--- src/rtl/adder_probe_pkg.sv ---
// Shared types and constants for the adder delay probe: FSM states, LFSR taps,
// operand-B mask and the seed used in place of an all-zero seed.
package adder_probe_pkg;

  typedef enum logic [2:0] {
    S_IDLE,
    S_LAUNCH,
    S_SETTLE,
    S_CAPTURE,
    S_COMPARE,
    S_DONE
  } probe_state_t;

  localparam int LFSR_W   = 32;
  localparam int LFSR_T3  = 31;
  localparam int LFSR_T2  = 21;
  localparam int LFSR_T1  = 1;
  localparam int LFSR_T0  = 0;

  localparam logic [LFSR_W-1:0] B_MASK       = 32'h5A5A_5A5A;
  localparam logic [LFSR_W-1:0] DEFAULT_SEED = 32'h0000_0001;

  // One Fibonacci step, shifting left with the feedback entering at bit 0.
  function automatic logic [LFSR_W-1:0] lfsr_step(input logic [LFSR_W-1:0] l);
    logic fb;
    fb = l[LFSR_T3] ^ l[LFSR_T2] ^ l[LFSR_T1] ^ l[LFSR_T0];
    return {l[LFSR_W-2:0], fb};
  endfunction

endpackage

--- src/rtl/adder_delay_probe_lfsr32.sv ---
// 32-bit operand generator: loads a seed (zero replaced by DEFAULT_SEED) and
// advances one Fibonacci step per enabled cycle.
module lfsr32
  import adder_probe_pkg::*;
(
  input  logic              clk,
  input  logic              rst,
  input  logic              i_load,
  input  logic [LFSR_W-1:0] i_seed,
  input  logic              i_step,
  output logic [LFSR_W-1:0] o_state
);

  logic [LFSR_W-1:0] r_lfsr;

  // An all-zero state would lock the register, so it is never allowed in.
  always_ff @(posedge clk) begin
    if (rst) begin
      r_lfsr <= DEFAULT_SEED;
    end else if (i_load) begin
      r_lfsr <= (i_seed == '0) ? DEFAULT_SEED : i_seed;
    end else if (i_step) begin
      r_lfsr <= lfsr_step(r_lfsr);
    end
  end

  assign o_state = r_lfsr;

endmodule

--- src/rtl/adder_delay_probe.sv ---
// Launch/capture probe for a 32-bit adder: drives LFSR operands, waits a
// programmable settle window, samples the sum and counts mismatches against a
// golden sum. Optional first-fail logging when ADDER_PROBE_FAIL_LOG_EN is defined.
module adder_delay_probe
  import adder_probe_pkg::*;
#(
  parameter int WIDTH = 32,
  parameter int CNT_W = 16
) (
  input  logic             clk,
  input  logic             rst,
  input  logic             start,
  input  logic             abort,
  input  logic [WIDTH-1:0] seed,
  input  logic [CNT_W-1:0] num_vectors,
  input  logic [7:0]       settle_cycles,
  output logic [WIDTH-1:0] A,
  output logic [WIDTH-1:0] B,
  output logic             C0,
  input  logic [WIDTH-1:0] result,
  output logic             busy,
  output logic             done,
  output logic [CNT_W-1:0] err_count,
  output logic [CNT_W-1:0] fail_idx,
  output logic [WIDTH-1:0] fail_data,
  output logic             fail_seen
);

  probe_state_t     r_state;
  logic [WIDTH-1:0] r_a;
  logic [WIDTH-1:0] r_b;
  logic             r_c0;
  logic [WIDTH-1:0] r_golden;
  logic [WIDTH-1:0] r_cap;
  logic [CNT_W-1:0] r_num;
  logic [CNT_W-1:0] r_vec_idx;
  logic [CNT_W-1:0] r_err;
  logic [7:0]       r_settle;
  logic [7:0]       r_settle_cnt;
  logic             r_busy;
  logic             r_done;

  logic [WIDTH-1:0] w_lfsr;
  logic [WIDTH-1:0] w_b_next;
  logic             w_c0_next;
  logic [WIDTH-1:0] w_golden_next;
  logic             w_lfsr_load;
  logic             w_lfsr_step;
  logic             w_mismatch;
  logic             w_last_vec;

  assign w_lfsr_load   = (r_state == S_IDLE) && start && !abort;
  assign w_lfsr_step   = (r_state == S_LAUNCH) && !abort;
  assign w_b_next      = {w_lfsr[15:0], w_lfsr[31:16]} ^ B_MASK;
  assign w_c0_next     = w_lfsr[0];
  assign w_golden_next = w_lfsr + w_b_next + WIDTH'(w_c0_next);
  assign w_mismatch    = (r_cap != r_golden);
  assign w_last_vec    = (r_vec_idx == r_num - CNT_W'(1));

  lfsr32 u_lfsr (
    .clk     (clk),
    .rst     (rst),
    .i_load  (w_lfsr_load),
    .i_seed  (seed),
    .i_step  (w_lfsr_step),
    .o_state (w_lfsr)
  );

  always_ff @(posedge clk) begin
    if (rst) begin
      r_state      <= S_IDLE;
      r_a          <= '0;
      r_b          <= '0;
      r_c0         <= 1'b0;
      r_golden     <= '0;
      r_cap        <= '0;
      r_num        <= '0;
      r_vec_idx    <= '0;
      r_err        <= '0;
      r_settle     <= '0;
      r_settle_cnt <= '0;
      r_busy       <= 1'b0;
      r_done       <= 1'b0;
    end else if (abort) begin
      r_state <= S_IDLE;
      r_busy  <= 1'b0;
      r_done  <= 1'b0;
    end else begin
      case (r_state)
        S_IDLE: begin
          if (start) begin
            r_num     <= num_vectors;
            r_settle  <= settle_cycles;
            r_err     <= '0;
            r_vec_idx <= '0;
            if (num_vectors == '0) begin
              r_state <= S_DONE;
            end else begin
              r_state <= S_LAUNCH;
              r_busy  <= 1'b1;
            end
          end
        end
        S_LAUNCH: begin
          r_a          <= w_lfsr;
          r_b          <= w_b_next;
          r_c0         <= w_c0_next;
          r_golden     <= w_golden_next;
          r_settle_cnt <= '0;
          r_state      <= (r_settle != '0) ? S_SETTLE : S_CAPTURE;
        end
        S_SETTLE: begin
          if (r_settle_cnt == r_settle - 8'd1) begin
            r_state <= S_CAPTURE;
          end else begin
            r_settle_cnt <= r_settle_cnt + 8'd1;
          end
        end
        S_CAPTURE: begin
          r_cap   <= result;
          r_state <= S_COMPARE;
        end
        S_COMPARE: begin
          if (w_mismatch && (r_err != '1)) begin
            r_err <= r_err + CNT_W'(1);
          end
          r_vec_idx <= r_vec_idx + CNT_W'(1);
          if (w_last_vec) begin
            r_state <= S_DONE;
            r_busy  <= 1'b0;
            r_done  <= 1'b1;
          end else begin
            r_state <= S_LAUNCH;
          end
        end
        S_DONE: begin
          // An empty run arrives here without the pulse armed, so it spends one
          // extra cycle raising it; a normal run arrives with it already high.
          if (r_done) begin
            r_done  <= 1'b0;
            r_state <= S_IDLE;
          end else begin
            r_done <= 1'b1;
          end
        end
        default: begin
          r_state <= S_IDLE;
          r_busy  <= 1'b0;
          r_done  <= 1'b0;
        end
      endcase
    end
  end

  assign A         = r_a;
  assign B         = r_b;
  assign C0        = r_c0;
  assign busy      = r_busy;
  assign done      = r_done;
  assign err_count = r_err;

`ifdef ADDER_PROBE_FAIL_LOG_EN
  logic [CNT_W-1:0] r_fail_idx;
  logic [WIDTH-1:0] r_fail_data;
  logic             r_fail_seen;

  // Only the first mismatch of a run is kept; later ones leave it untouched.
  always_ff @(posedge clk) begin
    if (rst) begin
      r_fail_idx  <= '0;
      r_fail_data <= '0;
      r_fail_seen <= 1'b0;
    end else if (!abort) begin
      if (r_state == S_IDLE && start) begin
        r_fail_idx  <= '0;
        r_fail_data <= '0;
        r_fail_seen <= 1'b0;
      end else if (r_state == S_COMPARE && w_mismatch && !r_fail_seen) begin
        r_fail_idx  <= r_vec_idx;
        r_fail_data <= r_cap;
        r_fail_seen <= 1'b1;
      end
    end
  end

  assign fail_idx  = r_fail_idx;
  assign fail_data = r_fail_data;
  assign fail_seen = r_fail_seen;
`else
  assign fail_idx  = '0;
  assign fail_data = '0;
  assign fail_seen = 1'b0;
`endif

endmodule
--- config.mk ---
export PLATFORM = sky130hd
export DESIGN_NAME = adder_delay_probe
export DESIGN_NICKNAME = d
export VERILOG_FILES = /design/src/rtl/adder_probe_pkg.sv /design/src/rtl/adder_delay_probe_lfsr32.sv /design/src/rtl/adder_delay_probe.sv
export SDC_FILE = /design/constraint.sdc
export NUM_CORES = 1
export LEC_CHECK = 0
export ABC_AREA = 1
export BUFFER_PORTS_ARGS = -buffer_cell sky130_fd_sc_hd__buf_4
export CAP_MARGIN = 25
export CORE_MARGIN = 4
export CORE_UTILIZATION = 43
export DETAILED_ROUTE_END_ITERATION = 7
export PLACE_DENSITY = 0.72
export SLEW_MARGIN = 20
export SYNTH_ARGS = -nofsm -noshare
export SYNTH_HDL_FRONTEND = slang
export SYNTH_SLANG_ARGS = --single-unit
--- constraint.sdc ---
create_clock -name clk -period 6.35 [get_ports clk]
set_input_delay 0.635 -clock clk [delete_from_list [all_inputs] [get_ports clk]]
set_output_delay 0.635 -clock clk [all_outputs]
set_load 0.01 [all_outputs]
==> results of run 1 <==
## layer usage
metal	up-vias	wire length, um	track usage
met5	-	0	0
met4	0	982	0.05994
met3	65	2396	0.03803
met2	377	16830	0.3748
met1	5369	15380	0.2893
li1	5959	-	-
## flip-flops by register name, indices dropped and copies added (netlist names)
name            flops
r_vec_idx          16
r_num              16
r_golden           32
r_cap              32
A                  31
err_count          16
done                1
r_settle            8
r_settle_cnt        8
busy                1
r_state             3
u_lfsr.o_state     32
B                  17
## through the flow
step / hold WS, ps / total power, mW / utilization
6_report: 358.7 / 3.552 / 0.5145
5_1_grt: 352.5 / 3.719 / 0.5145
4_1_cts: 343.3 / 3.575 / 0.5145
3_5_place_dp: 460.5 / 2.056 / 0.4833
3_3_place_gp: 456.2 / 2.048 / 0.4833
2_1_floorplan: 443.7 / 1.882 / -
## path summary, 6_finish.rpt
kind,startpoint,depth (start not counted),slack [ps],endpoint
worst max-delay path,r_state[0],13,3420,r_settle_cnt[5]
worst min-delay path,result[26],3,360,r_cap[26]
worst max register to register,r_state[0],13,3420,r_settle_cnt[5]
worst min register to register,A[20],2,470,A[20]
## synthesized netlist by cell type (all sizes together)
master    n
nand2   343
nor2    293
inv     235
dfxtp   213
o21ai   162
a21oi   148
buf      96
nand3    59
xnor2    44
xor2     41
clkbuf   34
ha       31
nor3     21
nand4    19
a211oi   12
o211ai   10
or2      10
o221ai    9
nand3b    8
nor4      6
a31oi     5
o22ai     5
a21o      3
o21a      3
a22o      2
clkinv    2
a21boi    1
and2      1
and3      1
conb      1
fa        1
o21bai    1
o41ai     1
## report_power, final
part / leakage (nW) / switching, mW / internal, mW
combinational: 4.43 / 0.390 / 0.216
clock: 0.429 / 0.604 / 0.914
sequential: 1.73 / 0.0455 / 1.38
total: 6.59 / 1.04 / 2.51
## critical path: cells and delay by family, from the launching register on
kind | cells | cell delay (ps)
compound gates | 1 | 60
flops | 1 | 360
simple gates | 5 | 570
buf+inv | 7 | 1700
## cell families after synthesis
group                      synth area share
adders and majority gates           0.03311
AOI/OAI and AO/OA                    0.1592
xor gates and xnor gates            0.06044
DFF                                  0.3462
other                             0.0003044
and+or+nand+nor                      0.2655
buffers and inverters                0.1353
## layout make-up
cell class | count | area, sq um
clock buffer | 27 | 653.1
clock inverter | 18 | 221.5
fill | 2760 | 13600
inverter | 237 | 889.6
multi-input combinational | 1289 | 6568
sequential | 213 | 4264
tap | 378 | 473.0
timing repair buffer | 179 | 1344
==> results.md, run 1 <==
- Global Route Usage Sum: 0.2203
- Die outline height: approximately 180 um
- Peak VDD IR: between 150 and 200 uV
- Final HPWL DP: 27110 um
- IO Port Bufs: 174
- Synth-to-Final Area Change: 17.00%
- DIE AREA: 31420 sq um
- Worst EP arrival: 3290 ps
- Clock Path Buffers: 3
- Critical-path top delay cell: buf_4
- Antenna fix cells: 0
- Pwr dens: 246.4 nW/um^2
- Final clock skew: around 30 ps
- Final setup violation count: 0
- Crit Path Class: flop to flop
- H-tree Lvls: 1
- Post-route cell area: around 14000 sq um
- Commonest non-fill, non-tap cell in the layout: nand2_1
- Status: complete, no violations
- GPL Wtd Cong: 0.9885
- WL per Instance: 15.20 um
- Fmax: 0.3408 GHz
- # hold bufs at CTS: 0
- Top cell type's share of synthesized area: 0.3462
- Leakage power: ~6.6 nW
- Post-cts repair resize count: 0
- Yosys cell types: 51
- DRC: 0
- GRT Residual Overflow: 0
- Max_slew headroom: 0.3393
- TritonCTS buffer count: 25
- IO Pins: 224
- Synth area leader: dfxtp_1
- Starting Density: 0.4398
- Drt first pass iters: 5
- Initial antenna violation count: 0
- Number of max-cap violations: 0
- Clk Latency, worst-skew pair: 540 ps
- Final wirelength: 35590 um
- Final WS setup: 3416 ps
- Commonest non-fill, non-tap cells in the layout: nand2_1, nor2_1, inv_1, dfxtp_1, buf_4
- Via density: 5.028
- Yosys Warn Count: 0
- Max Slew Vio Count: 0
- Routed Antenna Nets: 0
- Layout Nets: 2069
- Synth Register Bits: 213
- Area after DPL: between 10000 and 15000 sq um
- Fin crit period: approximately 2900 ps
- Hold crit path type: input pin to flop
- Final Hold Viols: 0
- Finished Layout Cells: 2341
- Cell count after synthesis: 1821
- Vias in the first global route: 11274
- Vias: 11770
- Synth Cell Area: 12320 sq um
- CTS root buffer: clkbuf_16
- Setup tns final: 0 ps
- Critical Path Max Stage Delay: 600 ps
- Slew of the pin with the lowest slew margin: 991.0 ps
- CP Data Required Time: ~6700 ps
- CTS tree: done
- Crit-path most repeated cell: inv_2
- Number of DRC markers in iteration 0: between 800 and 900
- Num rows: 61
- Largest net degree at the start of global routing: 84
- Sequential-to-total area share from yosys stat: 0.3462
- Core area: ~28000 sq um
- Sink Count: 213
- CP Cell Sequence: inv_2 > nor2_2 > inv_2 > nor2_2 > inv_2 > nor2_8 > buf_4 > inv_2 > buf_4 > nand2_4 > inv_2 > nand2_1 > a21oi_1
- Die Width: 177.3 um
- CP startpoint kind: flop
- RSZ-0062 raised after global routing: no
- CP Max Fanout: 70
- Post-Syn Area per Cell: approximately 6.8 sq um
- Placed insts: between 2000 and 2500
- First-pass GRT wire length: roughly 57000 um
- CP endpoint kind: flop
- Final period utilization: 0.4620
- Clock transition at path regs: 60 ps
- Layout cell share with drive strength beyond 1: 0.1477
- Synth top area cells: dfxtp_1, nand2_1, nor2_1, inv_1, a21oi_1
- Post-CTS Setup Inserts: 0
- Post-Place Setup Slack: 3431 ps
Power figures use the tool's default switching activity.
==> run 2, diff against run 1 <==
- PLACE_DENSITY: 0.72 -> 0.75
- clock period: 6.35 -> 2.6 ns (I/O delays scaled with it)
==> results.md, run 2 (synthesis results as in run 1) <==
- Hold crit path type: input pin to flop
- RSZ-0062 raised after global routing: no
- Via density: 5.071 (+0.87%)
- Total power draw: 8.507 mW (+140%)
- Final period utilization: 0.9127 (+0.4507)
- WHS Path Cells: 3 (unchanged)
- WL per Instance: 15.41 um (+1.4%)
- Die outline height: 177.3 um (unchanged)
- Core Util, Final: 0.5209 (+0.006387)
- Core area: 28010 sq um (unchanged)
- Met3 Use GR: 0.03269 (-0.005341)
- Fmax: 0.4214 GHz (+24%)
- CP startpoint kind: flop
- Final Hold Viols: 0 (unchanged)
- Vias in the first global route: 11319 (+0.40%)
- H-tree Lvls: 1 (unchanged)
- Layout cell share with drive strength beyond 1: 0.1533 (+0.005533)
- Max_slew headroom: 0.3523 (+0.01301)
- DIE AREA: 31420 sq um (unchanged)
- Layout Nets: 2096 (+1.3%)
- Initial antenna violation count: 0 (unchanged)
- Final clock skew: 19.32 ps (-11.02 ps)
- Sequential Area: 4265 sq um (about the same)
- Leakage power: 6.687 nW (+1.5%)
- Status: complete, no violations
- First-pass GRT wire length: 57900 um (+2.0%)
- CTS tree: done
- R2R Path End: r_golden[22]
- TritonCTS buffer count: 24 (-4.0%)
- Post-CTS Setup Inserts: 0 (unchanged)
- Number of fill cells: 2809 (+1.8%)
- Placed insts: 2314 (+0.78%)
- Final WS setup: 226.9 ps (-3189 ps)
- Num rows: 61 (unchanged)
- Vias: 12009 (+2.0%)
- Slew of the pin with the lowest slew margin: 968.0 ps (-23.09 ps)
- Final wirelength: 36490 um (+2.5%)
- Hold endpoint: r_cap[13]
- Reg2reg setup slack: 230 ps (-3190 ps)
- CP Max Fanout: 6 (-91%)
- Pwr dens: 583.0 nW/um^2 (+140%)
- DRC: 0 (unchanged)
- Final HPWL DP: 27820 um (+2.6%)
- Crit Path Class: flop to flop
- Clk Latency, worst-skew pair: 520 ps (-20 ps)
- CP endpoint kind: flop
- Met1 Use GR: 0.2943 (+0.004990)
- Clock Path Buffers: 3 (unchanged)
- Post-route cell area: 14590 sq um (+1.2%)
- Final setup violation count: 0 (unchanged)
- GRT Residual Overflow: 0 (unchanged)
- Commonest non-fill, non-tap cell in the layout: nand2_1
- Clock transition at path regs: 60 ps (about the same)
- Global Route Usage Sum: 0.2242 (+0.003814)
- Number of DRC markers in iteration 0: 964 (+19%)
- Sink Count: 213 (unchanged)
- R2R depth: 11 (-2)
- Peak VDD IR: 418.4 uV (+130%)
- GPL Wtd Cong: 0.9456 (-4.3%)
- Worst Hold Launch: result[13]
- R2r startpoint: u_lfsr.o_state[0]
- IO Port Bufs: 174 (unchanged)
- Number of max-cap violations: 0 (unchanged)
- Drt first pass iters: 6 (+1)
- Multi-input gate area: 6574 sq um (about the same)
- Grt met2 use: 0.3830 (+0.008142)
- Die Width: 177.3 um (unchanged)
- Routed Antenna Nets: 0 (unchanged)
- Max Slew Vio Count: 0 (unchanged)
- Commonest non-fill, non-tap cells in the layout: nand2_1, nor2_1, inv_1, dfxtp_1, buf_4
- Post-Place Setup Slack: 178.5 ps (-3253 ps)
- CTS root buffer: clkbuf_16
- IO Pins: 224 (unchanged)
- Worst EP arrival: 2790 ps (-500 ps)
- Starting Density: 0.4398 (unchanged)
- Area after DPL: 13670 sq um (+1.0%)
- CP Data Required Time: 3020 ps (-3680 ps)
- Finished Layout Cells: 2368 (+1.2%)
- Synth-to-Final Area Change: 18.46%
- Fin crit period: 2373 ps (-560.9 ps)
- Most used routing layer: met2
- Worst hold slack: 11.79 ps (-346.9 ps)
- Largest net degree at the start of global routing: 68 (-19%)
- Setup tns final: 0 ps (unchanged)
- Antenna fix cells: 0 (unchanged)
==> run 2: repair_timing <==
item	in CTS	in global routing
hold buffers	10	0
gates resized for setup	0	3
endpoints found under the setup margin	0	6
hold endpoints to repair	10	0
==> run 2: critical path, stage by stage, from the launching register on <==
cell and delay (ps):
dfxtp_2 360, ha_1 240, nor2_1 280, fa_1 360
inv_1 80, a21oi_1 220, o21ai_1 150, a21oi_1 170
xor2_1 230, nand2_1 80, nand2_1 70, inv_1 30
==> run 2: how the worst max path moves through the flow <==
| stage | cells after the start | slack, ps | from | endpoint |
|---|---|---|---|---|
| floorplan | 13 | 490 | u_lfsr.o_state[0] | r_golden[16] |
| global placement | 11 | 180 | u_lfsr.o_state[9] | r_golden[19] |
| detailed placement | 13 | 180 | u_lfsr.o_state[0] | r_golden[16] |
| CTS | 13 | 150 | u_lfsr.o_state[0] | r_golden[16] |
| global route | 14 | 5 | u_lfsr.o_state[0] | r_golden[20] |
| finish | 11 | 230 | u_lfsr.o_state[0] | r_golden[22] |
==> run 2: final cells by class <==
| type | instances | share of cell area |
|---|---|---|
| well taps | 378 | 0.03241 |
| clock inverters | 13 | 0.01046 |
| flip-flops and latches | 213 | 0.2923 |
| multi-input cells | 1289 | 0.4505 |
| clock buffers | 31 | 0.04510 |
| repair buffers | 207 | 0.1082 |
| inverters | 237 | 0.06097 |
==> run 2: power by group <==
| group | switching [mW] | leakage [nW] | total (mW) | internal (mW) |
|---|---|---|---|---|
| combinational | 0.980 | 4.56 | 1.54 | 0.563 |
| clock | 1.39 | 0.396 | 3.49 | 2.09 |
| sequential | 0.101 | 1.73 | 3.48 | 3.38 |
| total | 2.47 | 6.69 | 8.51 | 6.03 |
==> run 2: layer usage <==
metal | vias up | wire, um | part of all wire
met5 | - | 0 | 0
met4 | 0 | 1183 | 0.032
met3 | 75 | 2477 | 0.068
met2 | 422 | 17100 | 0.47
met1 | 5512 | 15730 | 0.43
li1 | 6000 | - | -
==> run 3, diff against run 2 <==
- CORE_UTILIZATION: 43 -> 51
- PLACE_DENSITY: 0.75 -> 0.85
==> results.md, run 3 (synthesis results as in run 1) <==
- Status: complete, no violations
- CP endpoint kind: flop
- Num rows: 56 (-8.2%)
- WL met3: 2995 um (+21%)
- Worst hold slack: 11.28 ps (-0.5147 ps)
- Largest net degree at the start of global routing: 68 (unchanged)
- Layout Nets: 2079 (-0.81%)
- Fmax: 0.4190 GHz (-0.56%)
- R2r startpoint: u_lfsr.o_state[12]
- WL met2: 16590 um (-3.0%)
- Multi-input gate area: 6574 sq um (unchanged)
- Number of max-cap violations: 0 (unchanged)
- Hold crit path type: input pin to flop
- Layout cell share with drive strength beyond 1: 0.1500 (-0.003241)
- Clock Path Buffers: 3 (unchanged)
- Drt first pass iters: 6 (unchanged)
- CP startpoint kind: flop
- DIE AREA: 26700 sq um (-15%)
- Pwr dens: 609.9 nW/um^2 (+4.6%)
- Core area: 23610 sq um (-16%)
- Clock transition at path regs: 60 ps (about the same)
- Reg2reg setup slack: 210 ps (about the same)
- R2R Path End: r_golden[21]
- TritonCTS buffer count: 24 (unchanged)
- Max Slew Vio Count: 0 (unchanged)
- Sequential Area: 4264 sq um (about the same)
- WL per Instance: 15.15 um (-1.7%)
- Setup tns final: 0 ps (unchanged)
- Die outline height: 163.4 um (-7.8%)
- Fin crit period: 2386 ps (+13.27 ps)
- Commonest non-fill, non-tap cells in the layout: nand2_1, nor2_1, inv_1, dfxtp_1, buf_4
- Number of DRC markers in iteration 0: 1025 (+6.3%)
- Sw power: 2.471 mW (-0.14%)
- Core Util, Final: 0.6144 (+0.09347)
- GRT Residual Overflow: 0 (unchanged)
- H-tree Lvls: 1 (unchanged)
- Peak VDD IR: 574.0 uV (+37%)
- Final period utilization: 0.9178 (+0.005103)
- Slew of the pin with the lowest slew margin: 749.7 ps (-218.3 ps)
- GPL Wtd Cong: 1.026 (+8.5%)
- RSZ-0062 raised after global routing: no
- Vias in the first global route: 11256 (-0.56%)
- Sink Count: 213 (unchanged)
- Worst EP arrival: 2800 ps (about the same)
- Post-CTS Setup Inserts: 0 (unchanged)
- Vias: 12178 (+1.4%)
- Die Width: 163.4 um (-7.8%)
- Leakage power: 6.666 nW (-0.31%)
- Via density: 5.313 (+4.8%)
- Final setup violation count: 0 (unchanged)
- Max_slew headroom: 0.5002 (+0.1479)
- Clk pwr share: 0.438 (+0.028)
- M1 wire length: 14110 um (-10%)
- Commonest non-fill, non-tap cell in the layout: nand2_1
- IO Pins: 224 (unchanged)
- CP Max Fanout: 7 (+1)
- Final wirelength: 34740 um (-4.8%)
- Final Hold Viols: 0 (unchanged)
- Starting Density: 0.5217 (+0.08191)
- Synth-to-Final Area Change: 17.78%
- Number of fill cells: 2106 (-25%)
- Hold endpoint: r_cap[2]
- Combinational share of power: 0.169 (-0.012)
- Worst Hold Launch: result[2]
- IO Port Bufs: 174 (unchanged)
- DRC: 0 (unchanged)
- CTS root buffer: clkbuf_16
- CTS tree: done
- R2R depth: 11 (unchanged)
- Routed Antenna Nets: 0 (unchanged)
- Initial antenna violation count: 0 (unchanged)
- Antenna fix cells: 0 (unchanged)
- Clk Latency, worst-skew pair: 520 ps (about the same)
- Final HPWL DP: 26060 um (-6.3%)
- Top Layer Used: met4
- Crit Path Class: flop to flop
- Pint: 6.377 mW (+5.7%)
- First-pass GRT wire length: 54790 um (-5.4%)
- Global Route Usage Sum: 0.2466 (+0.02249)
- Share of total power in sequential cells: 0.394 (-0.015)
- Sw frac: 0.2793 (-0.01157)
- CP Data Required Time: 3010 ps (about the same)
- WHS Path Cells: 3 (unchanged)
- Final clock skew: 11.60 ps (-7.725 ps)
[run 3: changes by cell type in the layout (fill, tap and decap cells not counted), moves of 2 or more]
cell           before  now
buf_4             197  183
dlygate4sd3_1      10    5
bufinv_16           3    7
clkbuf_1            5    1
buf_12              0    2
[run 3: layout make-up]
| type | count | area share |
|---|---|---|
| clock inverter | 17 | 0.01966 |
| tap | 319 | 0.02751 |
| sequential | 213 | 0.2939 |
| clock buffer | 27 | 0.04355 |
| timing repair buffer | 190 | 0.1009 |
| inverter | 237 | 0.06132 |
| multi-input combinational | 1289 | 0.4531 |
[run 3: critical path: stages (launching register included)]
cell     delay [ps]
dfxtp_1         390
inv_1            60
ha_1            440
a21oi_1         310
o21ai_0         210
a21oi_1         230
o21ai_2         110
a21oi_1         210
or2_0           140
nand3_1          60
nand2_1          70
inv_1            40
[run 3: routing by layer]
metal | vias to the layer above | track usage
met5 | - | 0
met4 | 0 | 0.07625
met3 | 81 | 0.04315
met2 | 555 | 0.4234
met1 | 5572 | 0.3169
li1 | 5970 | -
[run 3: power groups by stage]
stage / Combinational, mW / Clock (mW) / Sequential, mW
floorplan: 1.07 / 0 / 3.53
global placement: 1.42 / 0 / 3.55
detailed placement: 1.45 / 0 / 3.55
CTS: 1.47 / 3.92 / 3.48
global route: 1.66 / 4.07 / 3.49
finish: 1.49 / 3.87 / 3.49
[run 3: how the worst max path moves through the flow]
stage / startpoint / endpoint / slack [ps]
finish: u_lfsr.o_state[12] / r_golden[21] / 210
global route: u_lfsr.o_state[1] / r_golden[25] / 9
CTS: u_lfsr.o_state[0] / r_golden[16] / 200
floorplan: u_lfsr.o_state[0] / r_golden[16] / 490
global placement: u_lfsr.o_state[0] / r_golden[16] / 290
detailed placement: u_lfsr.o_state[0] / r_golden[28] / 220
[run 3: what timing repair did]
item,in CTS,in global routing
setup endpoints to repair,0,4
hold buffers,5,0
hold endpoints to repair,5,0
resized for setup,0,2
[run 3: metrics by stage]
step | total power [mW] | area [sq um] | setup slack, ps | instances
global route | 9.216 | 14510 | 9.449 | 2292
floorplan | 4.597 | 12500 | 485.9 | 1869
finish | 8.848 | 14510 | 213.6 | 2292
CTS | 8.868 | 14500 | 203.3 | 2292
detailed placement | 5.002 | 13530 | 220.8 | 2243
global placement | 4.965 | 13530 | 287.8 | 2243
